### config.mk
export PLATFORM = sky130hd
export DESIGN_NAME = shift_sequencer
export DESIGN_NICKNAME = d
export VERILOG_FILES = /design/src/rtl/shift_sequencer.sv
export SDC_FILE = /design/constraint.sdc
export NUM_CORES = 1
export LEC_CHECK = 0
export CAP_MARGIN = 25
export CORE_MARGIN = 3
export CORE_UTILIZATION = 23
export CTS_CLUSTER_SIZE = 14
export DETAILED_ROUTE_END_ITERATION = 6
export PLACE_DENSITY_LB_ADDON = 0.05
export SLEW_MARGIN = 20
export SYNTH_ARGS = -nofsm -noshare
export SYNTH_HDL_FRONTEND = slang
export SYNTH_SLANG_ARGS = --single-unit
export TNS_END_PERCENT = 50
### constraint.sdc
create_clock -name clk -period 2.7 [get_ports clk]
set_input_delay 0.405 -clock clk [delete_from_list [all_inputs] [get_ports clk]]
set_output_delay 0.405 -clock clk [all_outputs]
set_load 0.02 [all_outputs]
### src/rtl/shift_sequencer.sv
// Sequences a single-bit shifter to perform signed-amount multi-bit shifts.
// Optional macro SHIFT_EARLY_EXIT_EN ends a run early once the accumulator reaches a fixed point.
module shift_sequencer #(
    parameter int WIDTH = 16,
    parameter int AMT_W = 5
) (
    input  logic             clk,
    input  logic             reset,
    input  logic             start,
    input  logic [WIDTH-1:0] src,
    input  logic [AMT_W-1:0] amount,
    input  logic             shift_type,
    output logic             busy,
    output logic             done,
    output logic [WIDTH-1:0] result,
    output logic [WIDTH-1:0] sh_src,
    output logic [WIDTH-1:0] sh_dir,
    output logic             sh_type,
`ifdef SHIFT_EARLY_EXIT_EN
    output logic             early_exit,
`endif
    input  logic [WIDTH-1:0] sh_out
);

    typedef enum logic [1:0] {
        S_IDLE = 2'd0,
        S_RUN  = 2'd1,
        S_DONE = 2'd2
    } state_t;

    localparam logic [WIDTH-1:0] DIR_RIGHT = {WIDTH{1'b1}};
    localparam logic [WIDTH-1:0] DIR_LEFT  = {{(WIDTH-1){1'b0}}, 1'b1};
    localparam logic [WIDTH-1:0] DIR_NONE  = {WIDTH{1'b0}};
    localparam logic [AMT_W:0]   CNT_ONE   = {{AMT_W{1'b0}}, 1'b1};

    state_t           r_state;
    logic [WIDTH-1:0] r_acc;
    logic [AMT_W:0]   r_cnt;
    logic             r_dir;
    logic             r_type;
    logic             r_busy;
    logic             r_done;
    logic [WIDTH-1:0] r_result;
    logic [WIDTH-1:0] r_sh_dir;
    logic [AMT_W:0]   w_amt_ext;
    logic [AMT_W:0]   w_mag;
`ifdef SHIFT_EARLY_EXIT_EN
    logic             r_early_exit;
    logic             w_fixed;
`endif

    // Magnitude is one bit wider so the most negative amount is representable.
    assign w_amt_ext = {amount[AMT_W-1], amount};
    assign w_mag     = amount[AMT_W-1] ? (~w_amt_ext + CNT_ONE) : w_amt_ext;

`ifdef SHIFT_EARLY_EXIT_EN
    // Zero is fixed for every direction; all-ones only for arithmetic right.
    always_comb begin
        w_fixed = 1'b0;
        if (r_acc == {WIDTH{1'b0}}) begin
            w_fixed = 1'b1;
        end else if ((r_acc == {WIDTH{1'b1}}) && r_dir && !r_type) begin
            w_fixed = 1'b1;
        end else begin
            w_fixed = 1'b0;
        end
    end
`endif

    // Control FSM with registered status and shifter-direction outputs.
    always_ff @(posedge clk) begin
        if (reset) begin
            r_state  <= S_IDLE;
            r_acc    <= {WIDTH{1'b0}};
            r_cnt    <= {(AMT_W+1){1'b0}};
            r_dir    <= 1'b0;
            r_type   <= 1'b0;
            r_busy   <= 1'b0;
            r_done   <= 1'b0;
            r_result <= {WIDTH{1'b0}};
            r_sh_dir <= DIR_NONE;
`ifdef SHIFT_EARLY_EXIT_EN
            r_early_exit <= 1'b0;
`endif
        end else begin
            r_done <= 1'b0;
`ifdef SHIFT_EARLY_EXIT_EN
            r_early_exit <= 1'b0;
`endif
            case (r_state)
                S_IDLE: begin
                    if (start) begin
                        r_acc  <= src;
                        r_type <= shift_type;
                        r_dir  <= amount[AMT_W-1];
                        r_cnt  <= w_mag;
                        r_busy <= 1'b1;
                        if (w_mag == {(AMT_W+1){1'b0}}) begin
                            r_state  <= S_DONE;
                            r_done   <= 1'b1;
                            r_result <= src;
                            r_sh_dir <= DIR_NONE;
                        end else begin
                            r_state  <= S_RUN;
                            r_sh_dir <= amount[AMT_W-1] ? DIR_RIGHT : DIR_LEFT;
                        end
                    end
                end
                S_RUN: begin
`ifdef SHIFT_EARLY_EXIT_EN
                    if (w_fixed) begin
                        r_state      <= S_DONE;
                        r_done       <= 1'b1;
                        r_early_exit <= 1'b1;
                        r_result     <= r_acc;
                        r_sh_dir     <= DIR_NONE;
                    end else begin
`else
                    begin
`endif
                        r_acc <= sh_out;
                        r_cnt <= r_cnt - CNT_ONE;
                        // Result is loaded on entry so it is valid alongside done.
                        if (r_cnt == CNT_ONE) begin
                            r_state  <= S_DONE;
                            r_done   <= 1'b1;
                            r_result <= sh_out;
                            r_sh_dir <= DIR_NONE;
                        end
                    end
                end
                S_DONE: begin
                    r_state <= S_IDLE;
                    r_busy  <= 1'b0;
                end
                default: begin
                    r_state  <= S_IDLE;
                    r_busy   <= 1'b0;
                    r_sh_dir <= DIR_NONE;
                end
            endcase
        end
    end

    assign busy    = r_busy;
    assign done    = r_done;
    assign result  = r_result;
    assign sh_src  = r_acc;
    assign sh_dir  = r_sh_dir;
    assign sh_type = r_type;
`ifdef SHIFT_EARLY_EXIT_EN
    assign early_exit = r_early_exit;
`endif

endmodule

==> run metrics, run 1 <==
status complete, no violations; share of layout cells above drive strength 1 0.101; startpoint types primary input; sequential area share after synthesis 0.420; count of hold-fix buffers inserted at cts 0; mapped cell area 0.00214 mm^2; setup TNS 0 ns; Post-synth ARST share 0; pin count of the biggest net entering global routing 35; Post-synth EDFFs 0; synth warn 0; dominant synthesized flop cell dfxtp_1; via/cell ratio 4.63; reg2reg setup slack 0.93 ns; die extent in x 103 um; Synth top area share 0.420; port bufs 91; final WL 6310 um; IO Pins 92; # diodes 0; worst skew pair latency 0.30 ns; clock transition at the registers of the reported paths 0.09 ns; Worst R2R Start r_cnt[0]$_SDFFE_PP0P_; TritonCTS Buffers 5; # Max-Cap Violations 0; initial antenna violation count 0; vias 1,917; die area 0.0105 mm^2; max-slew violations 0; Syn Area/Cell 9.32 um^2; row count 34; Setup WS pre-CTS 0.163 ns; CTS tree built; Power Dens Cells 632 mW/mm^2; Cells after Synth 230; Setup Viol. Count Final 0; Post-Syn Nets 274; GR Overflow Total 0; Detailed Routing Iterations Pass 1 6; Die Y-Extent 103 um; Clock Sink Count 45; crit path kind in -> reg; CP arrival 2.40 ns; CTS H-tree depth 2; Worst Clk Skew 0.00746 ns; top cells by count, synth dfxtp_1 (45), nor2_1 (31), a211oi_1 (24); worst-margin pin slew 0.451 ns; critical path peak fanout 16; Worst R2R Path Depth 6; Critical Path End Type flop; global-route wire length before repair 9640 um; unrepaired setup endpoints after global routing false; Final Hold Vio Count 0; largest cells by area after synthesis dfxtp_1 (42%), mux2i_1 (8.9%), a211oi_1 (8.4%); Cells on Worst Hold Path 2; Yosys reg bits 45; Max-slew headroom 0.699; root buf cell clkbuf_8; initial core utilization 0.241; final worst slack 0.467 ns; setup bufs post-CTS 0; worst endpoint required time 2.87 ns; Syn-to-layout area delta 48.7%; all-layer global routing usage 0.119; peak supply drop 0.000207 V; hold_sp reset; Final ANT Viol Nets 0; Leakage Power 1.16 nW; deepest clock path buffer count 2; fin crit period 2.23 ns; post_cts resized 0; Synth area leader dfxtp_1; Hold EP sh_src[6]$_SDFFE_PP0P_; end of the worst register-to-register path result[0]$_SDFFE_PP0P_; final net count 349; Routed WL per cell 15.2 um; number of fill cells 902; Iter 0 DRT Violations 49; final worst-path cycle share 0.827; class of the worst hold path in -> reg; dpl hpwl 4670 um; core area 0.00889 mm^2; final RePlAce weighted congestion 0.787; Fin Hold WS 0.440 ns; Max Freq 448 MHz; DRC Markers 0; Netlist cell types 41; count leader, synth dfxtp_1; vias in the first global route 1,783
## per-stage QoR
stage / cells / util / total power (W) / area [um^2]
6_report: 414 / 0.359 / 0.00202 / 3190
2_1_floorplan: 230 / - / 0.00121 / 2140
5_1_grt: 414 / 0.359 / 0.00213 / 3190
4_1_cts: 414 / 0.359 / 0.00205 / 3190
3_3_place_gp: 406 / 0.345 / 0.00149 / 3070
3_5_place_dp: 406 / 0.345 / 0.00149 / 3070
## power by group
part | leakage, nW | total [W] | switching (W) | internal (W)
registers | 0.371 | 0.000795 | 0.0000538 | 0.000741
logic | 0.729 | 0.000672 | 0.000349 | 0.000323
clock network | 0.0574 | 0.000549 | 0.000247 | 0.000301
total | 1.16 | 0.00202 | 0.000650 | 0.00137
## metal layers
layer,vias to the layer above,wire (um),GRT usage,share of wire
li1,967,-,-,-
met5,-,0,0,0
met2,75,2750,0.184,0.44
met3,4,502,0.0352,0.080
met4,0,53,0.0333,0.0084
met1,871,3000,0.161,0.48
## flip-flops by register name (all words and copies together) (netlist names)
name     count
result      16
sh_src      16
r_cnt        6
r_state      2
sh_dir       2
busy         1
done         1
sh_type      1
## how the worst max path moves through the flow
stage / slack [ns] / startpoint / end
3_3_place_gp: 0.21 / amount[0] / result[9]$_SDFFE_PP0P_
5_1_grt: 0.32 / amount[0] / result[15]$_SDFFE_PP0P_
3_5_place_dp: 0.16 / amount[0] / result[9]$_SDFFE_PP0P_
4_1_cts: 0.49 / amount[0] / result[7]$_SDFFE_PP0P_
6_report: 0.47 / amount[0] / result[7]$_SDFFE_PP0P_
2_1_floorplan: 0.74 / amount[0] / result[0]$_SDFFE_PP0P_
## final cells by class
| type | instances | area (um^2) | area share |
|---|---|---|---|
| clock buffers | 6 | 82.6 | 0.0259 |
| inverters | 6 | 22.5 | 0.00706 |
| flip-flops and latches | 45 | 901 | 0.283 |
| clock inverters | 2 | 37.5 | 0.0118 |
| well taps | 108 | 135 | 0.0424 |
| multi-input cells | 149 | 1040 | 0.326 |
| repair buffers | 98 | 971 | 0.305 |
## layout by cell type, fill, tap and decap left out, drive strengths merged, types with 3 or more instances in the layout
cell and n:
clkdlybuf4s50 90, dfxtp 45, a211oi 34, nor2 31, a21oi 22, mux2i 19, buf 8, nand2 7
inv 6, clkbuf 6, o22ai 3, ha 3, o21ai 3
## worst max-delay path: stages
cell,delay [ns]
clkdlybuf4s50_1,0.54
inv_1,0.06
ha_1,0.22
or2b_1,0.25
o22ai_1,0.24
a311o_4,0.26
and2_4,0.30
a211oi_1,0.11
## cell families (layout without fill, tap and decap cells)
kind of cell / Yosys count / after routing / share of synthesized area
AOI/OAI and AO/OA: 70 / 70 / 0.245
and+or+nand+nor: 53 / 53 / 0.114
muxes: 20 / 20 / 0.0940
xor gates and xnor gates: 3 / 3 / 0.0123
buffers and inverters: 36 / 112 / 0.0975
adders and majority gates: 3 / 3 / 0.0175
DFF: 45 / 45 / 0.420
(Power assumes the default switching activity.)
==> run 2: changes to the inputs <==
==> constraint.sdc (replaced) <==
create_clock -name clk -period 2.11 [get_ports clk]
set_input_delay 0.3165 -clock clk [delete_from_list [all_inputs] [get_ports clk]]
set_output_delay 0.3165 -clock clk [all_outputs]
set_load 0.02 [all_outputs]
==> run 2 against run 1 <==
Net effect:
- wire length is essentially flat
- non-clock buffer count grew 8
- register-to-register slack lost 0.62 ns
- via count grew 0.21%
- global-route usage shrank 0.16 points
- setup slack lost 0.38 ns
- die area is the same
- combinational power grew 33%
- design area grew 2.2%
- critical path depth is the same
==> run metrics, run 2 (synthesized netlist as in run 1, its figures left out) <==
status complete, no violations (unchanged); vias 1,921 (was 1,917); # Max-Cap Violations 0 (unchanged); Setup Viol. Count Final 0 (unchanged); worst-margin pin slew 0.455 ns (was 0.451 ns); final WL 6310 um (about the same); Final ANT Viol Nets 0 (unchanged); sequential power share 0.414 (was 0.394); die extent in x 103 um (unchanged); pin count of the biggest net entering global routing 34 (was 35); Worst Clk Skew 0.00675 ns (was 0.00746 ns); Worst R2R Start r_state[0]$_SDFFE_PP0P_ (was r_cnt[0]$_SDFFE_PP0P_); fin crit period 2.03 ns; CTS tree built (unchanged); root buf cell clkbuf_8 (unchanged); all-layer global routing usage 0.117 (was 0.119); port bufs 91 (unchanged); Die Y-Extent 103 um (unchanged); Worst Setup SP amount[0] (unchanged); Final Hold Vio Count 0 (unchanged); setup bufs post-CTS 0 (unchanged); vias in the first global route 1,796 (was 1,783); critical path peak fanout 8 (was 16); hold_sp reset (unchanged); reg2reg setup slack 0.31 ns (was 0.93 ns); max-slew violations 0 (unchanged); crit path kind in -> reg (unchanged); Max-slew headroom 0.694 (was 0.699); multi-input logic area 0.00106 mm^2 (was 0.00104 mm^2); initial core utilization 0.241 (unchanged); clock transition at the registers of the reported paths 0.08 ns (was 0.09 ns); Max stage delay cell, worst path clkdlybuf4s50_1 (unchanged); final core utilization 0.366 (was 0.359); sw frac 0.328 (was 0.323); Clock Sink Count 45 (unchanged); startpoint types primary input (unchanged); Setup WS pre-CTS -0.230 ns (was 0.163 ns); unrepaired setup endpoints after global routing false (unchanged); CP arrival 2.19 ns (was 2.40 ns); Int Power 0.00165 W (was 0.00137 W); initial antenna violation count 0 (unchanged); # diodes 0 (unchanged); die area 0.0105 mm^2 (unchanged); Max Freq 494 MHz; class of the worst hold path in -> reg (unchanged); Syn-to-layout area delta 52.0% (was 48.7%); Iter 0 DRT Violations 50 (was 49); Routed WL per cell 15.0 um (was 15.2 um); via/cell ratio 4.55 (was 4.63); Comb power frac 0.366 (was 0.333); GR Overflow Total 0 (unchanged); final RePlAce weighted congestion 0.762 (was 0.787); total power 0.00245 W (was 0.00202 W); CP peak stage delay 0.48 ns (was 0.54 ns); DRC Markers 0 (unchanged); final net count 358 (was 349); final worst slack 0.0841 ns (was 0.467 ns); worst endpoint required time 2.27 ns (was 2.87 ns); Critical Path End Type flop (unchanged); Detailed Routing Iterations Pass 1 4 (was 6); row count 34 (unchanged); clock share of power 0.220 (was 0.272); IO Pins 92 (unchanged); deepest clock path buffer count 2 (unchanged); setup TNS 0 ns (unchanged); peak supply drop 0.000279 V (was 0.000207 V); number of fill cells 918 (was 902); Power Dens Cells 752 mW/mm^2 (was 632 mW/mm^2); CTS H-tree depth 2 (unchanged); net load switching power 0.000804 W (was 0.000650 W); Worst R2R Path Depth 5 (was 6); Leakage Power 1.20 nW (was 1.16 nW); worst skew pair latency 0.29 ns (was 0.30 ns); register area 901 um^2 (unchanged); global-route wire length before repair 9600 um (was 9640 um); core area 0.00889 mm^2 (unchanged); TritonCTS Buffers 5 (unchanged); share of layout cells above drive strength 1 0.127 (was 0.101); final worst-path cycle share 0.960; most common cell after layout, fill and taps aside clkdlybuf4s50_1 (unchanged); worst path cell trace clkdlybuf4s50_1 -> inv_1 -> ha_1 -> or2b_1 -> o22ai_2 -> a311o_4 -> and2_2 -> a211oi_2 (was clkdlybuf4s50_1 -> inv_1 -> ha_1 -> or2b_1 -> o22ai_1 -> a311o_4 -> and2_4 -> a211oi_1); dpl hpwl 4750 um (was 4670 um); Cells on Worst Hold Path 2 (unchanged); commonest cells after routing, fill and taps aside clkdlybuf4s50_1 (90), dfxtp_1 (45), nor2_1 (30) (unchanged)
## run 2: timing repair
action,CTS,global route
hold buffers,0,0
hold endpoints to repair,0,0
gates resized for setup,0,2
setup endpoints to repair,0,7
## run 2: worst paths after layout
path,endpoint
worst max-delay path,result[13]$_SDFFE_PP0P_
worst min-delay path,r_state[0]$_SDFFE_PP0P_
worst max register to register,r_cnt[5]$_SDFFE_PP0P_
worst min register to register,sh_dir[0]$_SDFFE_PP0P_
## run 2: layout make-up
class / count / share of cell area
Multi-Input combinational cell: 150 / 0.325
Inverter: 6 / 0.00691
Timing Repair Buffer: 106 / 0.324
Sequential cell: 45 / 0.276
Clock buffer: 7 / 0.0265
Tap cell: 108 / 0.0415
## run 2: layer usage
metal | part of all wire | GRT usage | vias to the layer above
li1 | - | - | 987
met1 | 0.47 | 0.161 | 872
met2 | 0.44 | 0.181 | 57
met3 | 0.074 | 0.0325 | 5
met4 | 0.0081 | 0.0333 | 0
met5 | 0 | 0 | -
## run 2: power groups by stage
| stage | combinational, W | sequential, W | clock (W) |
|---|---|---|---|
| finish | 0.000897 | 0.00102 | 0.000538 |
| global route | 0.000978 | 0.00103 | 0.000595 |
| CTS | 0.000902 | 0.00102 | 0.000572 |
| detailed placement | 0.000900 | 0.00104 | 0 |
| global placement | 0.000898 | 0.00104 | 0 |
| floorplan | 0.000422 | 0.00112 | 0 |
## run 2: through the flow
stage	cells	hold slack, ns	cell area [um^2]
6_report	422	0.437	3260
5_1_grt	422	0.449	3260
4_1_cts	421	0.434	3240
3_5_place_dp	414	0.443	3150
3_3_place_gp	414	0.446	3150
2_1_floorplan	230	0.449	2140
## run 2: critical path, delay by kind of cell
family	cells	cell delay (ns)
fa+ha+maj	1	0.21
buf+inv	2	0.53
compound gates	3	0.56
simple gates	2	0.58
